==> src/rtl/load_store_unit.sv <==
// Load/store unit: decodes size and alignment, runs one bus transaction per
// request with a timeout, and returns load data shifted down to bit 0.
module load_store_unit #(
  parameter int n   = 32,
  parameter int TMO = 16
) (
  input  logic         clk,
  input  logic         rst,
  input  logic         Req,
  input  logic         We,
  input  logic [2:0]   Memsel,
  input  logic [1:0]   Sdsel,
  input  logic [n-1:0] Addr,
  input  logic [n-1:0] DataW,
  output logic         Stall,
  output logic         Done,
  output logic         Fault,
  output logic [n-1:0] DataR,
  output logic         MemValid,
  input  logic         MemReady,
  output logic         MemWe,
  output logic [n-1:0] MemAddr,
  output logic [3:0]   MemBe,
  output logic [n-1:0] MemWdata,
  input  logic [n-1:0] MemRdata
);

  localparam int CW = (TMO > 1) ? $clog2(TMO) : 1;
  localparam logic [CW-1:0] WAIT_LAST = CW'(TMO - 1);

  typedef enum logic [1:0] {IDLE, BUS, DONE} state_t;
  typedef enum logic [1:0] {SZ_WORD, SZ_HALF, SZ_BYTE} size_t;

  state_t        state_q, state_d;
  size_t         size_c;
  logic          illegal_c, misalign_c, bad_c;
  logic [3:0]    be_c;
  logic [n-1:0]  wdata_c;
  logic          we_q;
  logic [1:0]    off_q;
  logic          fault_q;
  logic [CW-1:0] wait_cnt;
  logic          bus_timeout;

  // Size and legality come from Memsel for loads and Sdsel for stores.
  always_comb begin
    size_c    = SZ_WORD;
    illegal_c = 1'b0;
    if (We) begin
      case (Sdsel)
        2'b00:   size_c = SZ_WORD;
        2'b01:   size_c = SZ_HALF;
        2'b10:   size_c = SZ_BYTE;
        default: illegal_c = 1'b1;
      endcase
    end else begin
      case (Memsel)
        3'b000:  size_c = SZ_WORD;
        3'b001:  size_c = SZ_HALF;
        3'b010:  size_c = SZ_BYTE;
        3'b011:  size_c = SZ_HALF;
        3'b100:  size_c = SZ_BYTE;
        default: illegal_c = 1'b1;
      endcase
    end
    misalign_c = ((size_c == SZ_WORD) && (Addr[1:0] != 2'b00)) ||
                 ((size_c == SZ_HALF) && Addr[0]);
    bad_c      = illegal_c | misalign_c;
  end

  always_comb begin
    be_c    = 4'b0000;
    wdata_c = DataW;
    case (size_c)
      SZ_WORD: begin
        be_c    = 4'b1111;
        wdata_c = DataW;
      end
      SZ_HALF: begin
        be_c    = 4'b0011 << Addr[1:0];
        wdata_c = {(n/16){DataW[15:0]}};
      end
      SZ_BYTE: begin
        be_c    = 4'b0001 << Addr[1:0];
        wdata_c = {(n/8){DataW[7:0]}};
      end
      default: be_c = 4'b0000;
    endcase
  end

  assign bus_timeout = !MemReady && (wait_cnt == WAIT_LAST);

  always_comb begin
    state_d = state_q;
    case (state_q)
      IDLE:    if (Req) state_d = bad_c ? DONE : BUS;
      BUS:     if (MemReady || bus_timeout) state_d = DONE;
      DONE:    state_d = IDLE;
      default: state_d = IDLE;
    endcase
  end

  always_ff @(posedge clk or posedge rst) begin
    if (rst) state_q <= IDLE;
    else     state_q <= state_d;
  end

  // Request fields are captured at acceptance so the bus side stays stable
  // no matter what the execute stage drives afterwards.
  always_ff @(posedge clk or posedge rst) begin
    if (rst) begin
      we_q     <= 1'b0;
      off_q    <= 2'b00;
      fault_q  <= 1'b0;
      wait_cnt <= '0;
      MemAddr  <= '0;
      MemBe    <= 4'b0000;
      MemWdata <= '0;
      DataR    <= '0;
    end else begin
      case (state_q)
        IDLE: begin
          if (Req) begin
            we_q     <= We;
            off_q    <= Addr[1:0];
            fault_q  <= bad_c;
            wait_cnt <= '0;
            MemAddr  <= {Addr[n-1:2], 2'b00};
            MemBe    <= be_c;
            MemWdata <= wdata_c;
          end
        end
        BUS: begin
          if (MemReady) begin
            if (!we_q) DataR <= MemRdata >> {off_q, 3'b000};
          end else if (bus_timeout) begin
            fault_q <= 1'b1;
          end else begin
            wait_cnt <= wait_cnt + 1'b1;
          end
        end
        default: ;
      endcase
    end
  end

  assign MemValid = (state_q == BUS);
  assign MemWe    = (state_q == BUS) && we_q;
  assign Done     = (state_q == DONE);
  assign Fault    = (state_q == DONE) && fault_q;
  assign Stall    = ((state_q == IDLE) && Req) || (state_q == BUS);

endmodule

==> config.mk <==
export PLATFORM = sky130hd
export DESIGN_NAME = load_store_unit
export DESIGN_NICKNAME = d
export VERILOG_FILES = /design/src/rtl/load_store_unit.sv
export SDC_FILE = /design/constraint.sdc
export NUM_CORES = 1
export LEC_CHECK = 0
export CORE_UTILIZATION = 45
export CTS_BUF_LIST = sky130_fd_sc_hd__clkbuf_4 sky130_fd_sc_hd__clkbuf_8
export DETAILED_ROUTE_END_ITERATION = 6
export PLACE_DENSITY = 0.83
export SLEW_MARGIN = 10
export SYNTH_ARGS = -nofsm -noshare
export SYNTH_HDL_FRONTEND = slang
export SYNTH_SLANG_ARGS = --single-unit
export TNS_END_PERCENT = 30
==> constraint.sdc <==
create_clock -name clk -period 3.9 [get_ports clk]
set_input_delay 0.585 -clock clk [delete_from_list [all_inputs] [get_ports clk]]
set_output_delay 0.585 -clock clk [all_outputs]
set_load 0.02 [all_outputs]
Word-level counts from Yosys, hierarchy flattened
Cells that the tools add are included.

Output and inout port bits: 105. Word-level logic and storage cells: 76. Input port bits: 106. Register bits: 108.

Eq/ne operators: 16. Add/sub/neg operators: 1. Mux-type cells: 20. Reductions and logical operators: 25. Bitwise gates (word level): 2. Shift-type cells: 3.

Operators with widths (count): 32-bit one-hot mux with 2 select lines (1); 32-bit by 5-bit >> shifter with 32-bit output (1); 4-bit 2-to-1 mux (3); 2-bit one-hot mux with 2 select lines (3); 4-bit one-hot mux with 3 select lines (1); 2-bit 2-to-1 mux (4); 4-bit one-hot mux with 2 select lines (1); 4-bit AND reduction (2); 2-bit by 1-bit == test with 1-bit output, second input constant (3); 2-bit == test, second input constant (3); 3-bit by 2-bit == test with 1-bit output, second input constant (2); 1-bit logical AND (6); 2-bit zero test (3); 1-bit 2-to-1 mux (6); 2-bit inequality test, second input constant (3); 5-bit OR reduction (1); 4-bit by 1-bit adder with 4-bit output, second input constant (1); 4-bit == test, second input constant (1); 2-bit by 1-bit inequality test with 1-bit output, second input constant (2); 2-bit AND reduction (2); 2-bit nonzero test (2); 2-bit OR reduction (2); 1-bit by 2-bit << shifter with 4-bit output, first input constant (1); 2-bit by 2-bit << shifter with 4-bit output, first input constant (1); other kinds (10) (12).

Depth between registers and ports, before layout
Gate-level depths: netlist of run 1.

Depth in word-level cells: 11. Mapped depth: 9. Mapped depth without buffers: 7.

Worst setup path before layout of run 1
No wires, ideal clock.

Kind: input to register. Start: input port We. End: register MemWdata[15]. Stages: 7. Arrival: 2292 ps. Required time: 3804 ps. Path slack: 1512 ps. Path through: clkbuf_1 -> o31ai_1 -> ha_1 -> inv_1 -> clkbuf_1 -> a221oi_1 -> o31ai_1.

Longest elaborated chain between the ends: 3. Elaborated cells on any way between the ends: 4. Classes of those cells: eq/ne: 2; mux: 2.

Ends and longest elaborated chain: from (decl) (line 10) `input logic We,`; 2-bit 2-to-1 mux (*) (line 49) `if (We) begin`; 2-bit == test / 2-bit by 1-bit == test with 1-bit output (equally long branches) (line 74) `case (size_c)`; 32-bit one-hot mux with 2 select lines (*) (line 74); to (signal assigned) (line 130) `MemWdata <= wdata_c;`; to (decl) (line 24) `output logic [n-1:0] MemWdata,`.

Every way passes the cells marked *; elsewhere a longest branch is shown, timed or not. A chain may end at the register's enable or synchronous reset.

Worst setup path after layout of run 1
Start: input port We. End: register MemWdata[14].

The elaborated chain is that of the path after synthesis.

==> results by group, run 1 <==
Run status
  – Status: finished clean

Place
  – Gpl congestion: roughly 0.93
  – DP Area: 7260 sq um
  – Final HPWL DP: around 11000 um
  – Pre-CTS setup slack: 0.362 ns
  – Port-buffer cells: ~210
  – Placed Cells: 850

CTS
  – CTS tree: built
  – Htree depth: 3
  – Hold buffer count at CTS: 0
  – Max Buffers Root-to-Sink: 2
  – CTS Buf Count: 9
  – Clock root cell: clkbuf_8
  – Sink Count: around 110
  – Clock slew at reported path FFs: 0.10 ns
  – Postcts setup bufs: 0
  – Post-CTS sizing: 0
  – Clk_lat worst skew: 0.35 ns

Yosys
  – Avg Synthesized Cell Area: 9.65 sq um
  – Synth area leader: dfrtp_1
  – Seq cells post-synth: roughly 110
  – Synth warnings: 0
  – Top FF cell, synth: dfrtp_1
  – Register area share after synthesis: a little over half
  – Top cells by area, synth: dfrtp_1 53%, nand2_1 13%, mux2i_1 6.7%
  – Synthesized area: 5110 sq um
  – Unique masters post-synth: 43
  – Post-synth EDFFs: 0
  – Ys async rst share: between 90% and 100%
  – Syn Inst Count: 530
  – Synth top area share: 52.9%

Cells and area
  – Nets@finish: about 830
  – Commonest non-fill, non-tap cells in the layout: 208 x clkdlybuf4s50_1, 177 x nand2_1, 108 x dfrtp_1
  – Post-Layout Cell Count: between 800 and 900
  – Layout cells sized above 1: about 6.3%
  – Number of diodes: 0
  – Commonest non-fill, non-tap cell in the layout: clkdlybuf4s50_1
  – Post-route cell area: between 7000 and 8000 sq um
  – Area grow syn2layout: 45.5%

Timing
  – Fin worst setup slack: about 0.72 ns
  – Final hold violation count: 0
  – Maximum clock rate: approximately 310 MHz
  – Final Slew Violations: 0
  – Setup tns final: 0 ns
  – Final setup fails: 0
  – Clock Skew: 0.0108 ns
  – Final period utilization: about four fifths
  – Fin crit period: approximately 3.2 ns
  – Tightest Pin Transition: approximately 1.2 ns
  – Slew headroom: 23.1%
  – Unrepaired setup endpoints after global routing: false

Floorplan
  – Initial core utilization: 46.8%
  – Die ar.: about 12000 sq um
  – Die height: between 100 and 150 um
  – Cell Rows: 38
  – Io pins: roughly 210
  – Die span in x: between 100 and 150 um
  – Core footprint: ~11000 sq um

Global route
  – Largest net degree at the start of global routing: 92
  – Vias in the first global route: roughly 4600
  – First-pass GRT wire length: approximately 23000 um
  – GRT Total Usage: between 20% and 30%
  – Met2 Usage GRT: a little over two fifths
  – GRT met3 Usage: ~4.4%
  – GR peak layer: met2
  – GR Util met1: roughly a third
  – Congestion Overflow GR: 0
  – Initial antenna violation count: 0

Routing
  – Vias per inst: 5.33
  – Drt wl/cell: around 17 um
  – Iter 0 DRT Violations: ~260
  – Final WL: between 10000 and 15000 um
  – DR vias: about 4600
  – DRC viols: 0
  – DRT Pass-1 Iters: 4
  – Antenna Nets Post-Route: 0

Worst setup path
  – Worst path most repeated cell: o31ai_1
  – CP endpoint kind: register
  – Worst EP arrival: 3.38 ns
  – Worst setup SP type: input port
  – Worst Path Required: just over 4 ns
  – Worst path cell trace: clkdlybuf4s50_1, o31ai_1, ha_1, inv_1, a221oi_1, o31ai_1
  – R2R cell count: 3
  – Reg-to-reg endpoint: DataR[1]
  – Maximum fanout along the worst path: 22
  – CP max stage cell: ha_1
  – Crit Path Class: input port to register
  – Crit path max-delay family: compound AO/OA/AOI/OAI gates
  – R2R Setup Slk: between 1.5 and 2 ns
  – Sum of buffers and inverters on the critical path: 2
  – R2r startpoint: state_q[1]
  – Slowest cell delay on critical path: 0.62 ns

Worst hold path
  – Hold Path Depth: 2
  – Worst hold path class: register to register
  – Hold path start: MemWdata[0]
  – Hold worst-path end: MemWdata[0]

Pwr
  – PD cells: approximately 680 nW/um^2
  – Leakage: 3.35 nW
  – Max VDD drop: ~350 uV

Run
  – Max capacitance violation total: 0
-- metal layers --
layer / part of all wire (%) / vias up / wire length, um
li1: - / 2174 / -
met1: 41 / 2232 / 6060
met2: 50 / 175 / 7390
met3: 6.7 / 26 / 986
met4: 2.6 / 0 / 392
met5: 0 / - / 0
-- stage by stage --
step,utilization (%),power (W),hold slack (ns)
finish,68.0,0.00505,0.481
global route,68.0,0.00534,0.507
global placement,66.4,0.00435,0.458
floorplan,-,0.00318,0.452
detailed placement,66.4,0.00444,0.461
CTS,68.0,0.00508,0.484
-- sequential cells by signal (all words and copies together), names as in the netlist --
name	cells
DataR	32
MemWdata	32
MemAddr	30
MemBe	4
wait_cnt	4
off_q	2
state_q	2
fault_q	1
we_q	1
-- synthesized netlist by cell type, types with 4 or more instances --
library cell,number
a221oi_2,8
buf_4,4
dfrtp_1,108
mux2i_1,34
buf_2,7
a2bb2oi_1,8
buf_6,4
o31ai_1,22
o21ai_0,21
ha_1,5
mux2_2,8
a221oi_1,8
nand2_1,177
nor2b_1,4
clkbuf_1,19
nor2_1,38
inv_1,6
-- worst max path at each step --
stage / startpoint / end / slack [ns] / cells past startpoint
6_report: We / MemWdata[14] / 0.72 / 6
5_1_grt: Memsel[2] / MemWdata[14] / 0.58 / 7
4_1_cts: We / MemWdata[14] / 0.76 / 6
3_5_place_dp: We / MemWdata[14] / 0.36 / 6
3_3_place_gp: We / MemWdata[13] / 0.56 / 6
2_1_floorplan: rst / DataR[0] / 0.47 / 1
-- report_power, final --
group	leakage, nW	total (W)	switching (W)	internal, W
clock network	0.0930	0.000640	0.000353	0.000287
logic	1.91	0.00253	0.00132	0.00121
registers	1.34	0.00187	0.000314	0.00156
-- area by class of cell --
class	count	area (sq um)
clock buffers	14	174
clock inverters	1	7.51
fillers	859	3500
inverters	6	25.0
multi-input cells	380	2210
flip-flops and latches	108	2700
well taps	140	175
repair buffers	216	2140
-- logic make-up (layout without fill, tap and decap cells) --
family / Yosys count / after routing / share of synthesized area [%]
compound gates: 90 / 90 / 13.8
simple gates: 240 / 240 / 19.2
buf+inv: 43 / 237 / 4.23
flops: 108 / 108 / 52.9
mux: 42 / 42 / 8.42
other cells: 1 / 2 / 0.0734
xor+xnor: 1 / 1 / 0.171
fa+ha+maj: 5 / 5 / 1.22
-- worst reg2reg max path, cell delays in order, from the launching register on --
cell and delay, ns:
dfrtp_1 0.49, nand4bb_2 0.74, buf_4 0.44, mux2_2 0.29
Note: power is estimated with default switching activity, not from simulation.
==> run 2: changes to the inputs <==
Clock period 3.9 ns to 3.17 ns, I/O delays scaled along.
==> run 2 against run 1 <==
Die area stayed put; first-iteration DRC count is 2.3% higher; worst setup slack worse by 0.20 ns.
==> results by group, run 2 (synthesized netlist as in run 1, its figures left out) <==
Timing
  – Setup tns final: 0 ns
  – Final Slew Violations: 0
  – Final setup fails: 0
  – Clock Skew: ~0.010 ns
  – Maximum clock rate: 376 MHz
  – Final period utilization: between 80% and 90%
  – Slew headroom: around a quarter
  – Final hold violation count: 0
  – Tightest Pin Transition: 1.11 ns
  – Unrepaired setup endpoints after global routing: false
  – Fin crit period: approximately 2.7 ns

Global route
  – GRT Total Usage: between 20% and 30%
  – Initial antenna violation count: 0
  – First-pass GRT wire length: roughly 23000 um
  – Largest net degree at the start of global routing: around 90
  – Congestion Overflow GR: 0
  – Vias in the first global route: ~4600

CTS
  – Clock slew at reported path FFs: around 0.10 ns
  – Hold buffer count at CTS: 0
  – Sink Count: approximately 110
  – Clock root cell: clkbuf_8
  – Clk_lat worst skew: ~0.37 ns
  – Postcts setup bufs: 0
  – CTS tree: built
  – Max Buffers Root-to-Sink: 2
  – CTS Buf Count: 9
  – Htree depth: 3
  – Post-CTS sizing: 0

Run
  – Max capacitance violation total: 0

Worst setup path
  – Worst Path Required: about 2.7 ns
  – Worst setup SP type: register
  – R2r startpoint: state_q[1]
  – CP endpoint kind: output port
  – Reg-to-reg endpoint: MemBe[2]
  – R2R cell count: 3
  – Slowest cell delay on critical path: about 0.62 ns
  – R2R Setup Slk: between 1 and 1.5 ns
  – Worst path cell trace: nor2b_1, and2_1, clkdlybuf4s50_1
  – CP max stage cell: clkdlybuf4s50_1
  – Worst EP arrival: ~2.2 ns
  – Maximum fanout along the worst path: 8
  – Crit Path Class: register to output port

Pwr
  – Total chip power: between 0.006 and 0.007 W
  – Max VDD drop: approximately 460 uV
  – Leakage: approximately 3.4 nW
  – PD cells: ~830 nW/um^2

Worst hold path
  – Hold path start: MemAddr[28]
  – Hold Path Depth: 2
  – Worst hold path class: register to register
  – Hold worst-path end: MemAddr[28]

Place
  – Final HPWL DP: 10800 um
  – Port-buffer cells: between 200 and 250
  – Placed Cells: 851
  – Gpl congestion: 0.851

Run status
  – Status: finished clean

Cells and area
  – Nets@finish: roughly 830
  – Number of diodes: 0
  – Fin util: approximately two thirds
  – Commonest non-fill, non-tap cells in the layout: 208 x clkdlybuf4s50_1, 177 x nand2_1, 108 x dfrtp_1
  – Commonest non-fill, non-tap cell in the layout: clkdlybuf4s50_1
  – Filler instances: 862
  – Area grow syn2layout: 46.0%
  – Layout cells sized above 1: 6.60%
  – Biggest regs: DataR x32, MemWdata x32, MemAddr x30
  – Post-Layout Cell Count: between 800 and 900

Floorplan
  – Cell Rows: 38
  – Die height: between 100 and 150 um
  – Die ar.: 11800 sq um
  – Core footprint: 10900 sq um
  – Initial core utilization: a little under half
  – Die span in x: between 100 and 150 um
  – Io pins: between 200 and 250

Routing
  – DRT Pass-1 Iters: 5
  – Vias per inst: between 5 and 6
  – DR vias: about 4600
  – Drt wl/cell: approximately 17 um
  – Final WL: around 14000 um
  – Iter 0 DRT Violations: ~260
  – Antenna Nets Post-Route: 0
  – DRC viols: 0
[run 2: changes by cell type in the layout (fill, tap and decap cells not counted), sizes merged]
cell / before / now
clkinvlp: 1 / 2
buf: 8 / 9
clkinv: 0 / 5
clkbuf: 14 / 9
[run 2: worst max path at each step]
stage | cells past startpoint | end | startpoint
floorplan | 7 | MemWdata[15] | We
global placement | 7 | MemWdata[17] | We
detailed placement | 7 | MemWdata[17] | We
CTS | 3 | MemWe | state_q[0]
global route | 3 | MemWe | state_q[0]
finish | 3 | MemWe | state_q[0]
[run 2: power breakdown]
group,internal [W],total (W),switching [W],leakage [nW]
clock,0.000290,0.000768,0.000478,0.0909
sequential,0.00192,0.00227,0.000350,1.34
combinational,0.00149,0.00314,0.00165,1.92
total,0.00370,0.00618,0.00248,3.35
[run 2: worst max-delay path: cells and delay by family (launching register included)]
family,cells,cell delay [ns]
AND/OR/NAND/NOR,2,0.67
buffers and inverters,1,0.62
flip-flops,1,0.52
[run 2: through the flow]
stage / hold slack [ns] / setup WS (ns) / cell area [sq um]
after detailed placement: 0.466 / 0.324 / 7290
after global placement: 0.459 / 0.483 / 7290
after global routing: 0.507 / 0.389 / 7460
after CTS: 0.491 / 0.505 / 7460
after floorplan: 0.452 / 0.892 / 5120
final: 0.487 / 0.514 / 7460
[run 2: metal layers]
| metal | part of all wire (%) | vias to the layer above | global-route usage (%) |
|---|---|---|---|
| li1 | - | 2176 | - |
| met1 | 41 | 2182 | 30.4 |
| met2 | 50 | 177 | 42.9 |
| met3 | 6.7 | 23 | 5.91 |
| met4 | 2.2 | 0 | 9.36 |
| met5 | 0 | - | 0 |
[run 2: cell type report]
class	count	area (sq um)	area share, %
Clock buffer	9	124	1.66
Timing Repair Buffer	217	2170	29.1
Clock inverter	7	51.3	0.687
Tap cell	140	175	2.35
Multi-Input combinational cell	380	2210	29.6
Sequential cell	108	2700	36.2
Inverter	6	26.3	0.352
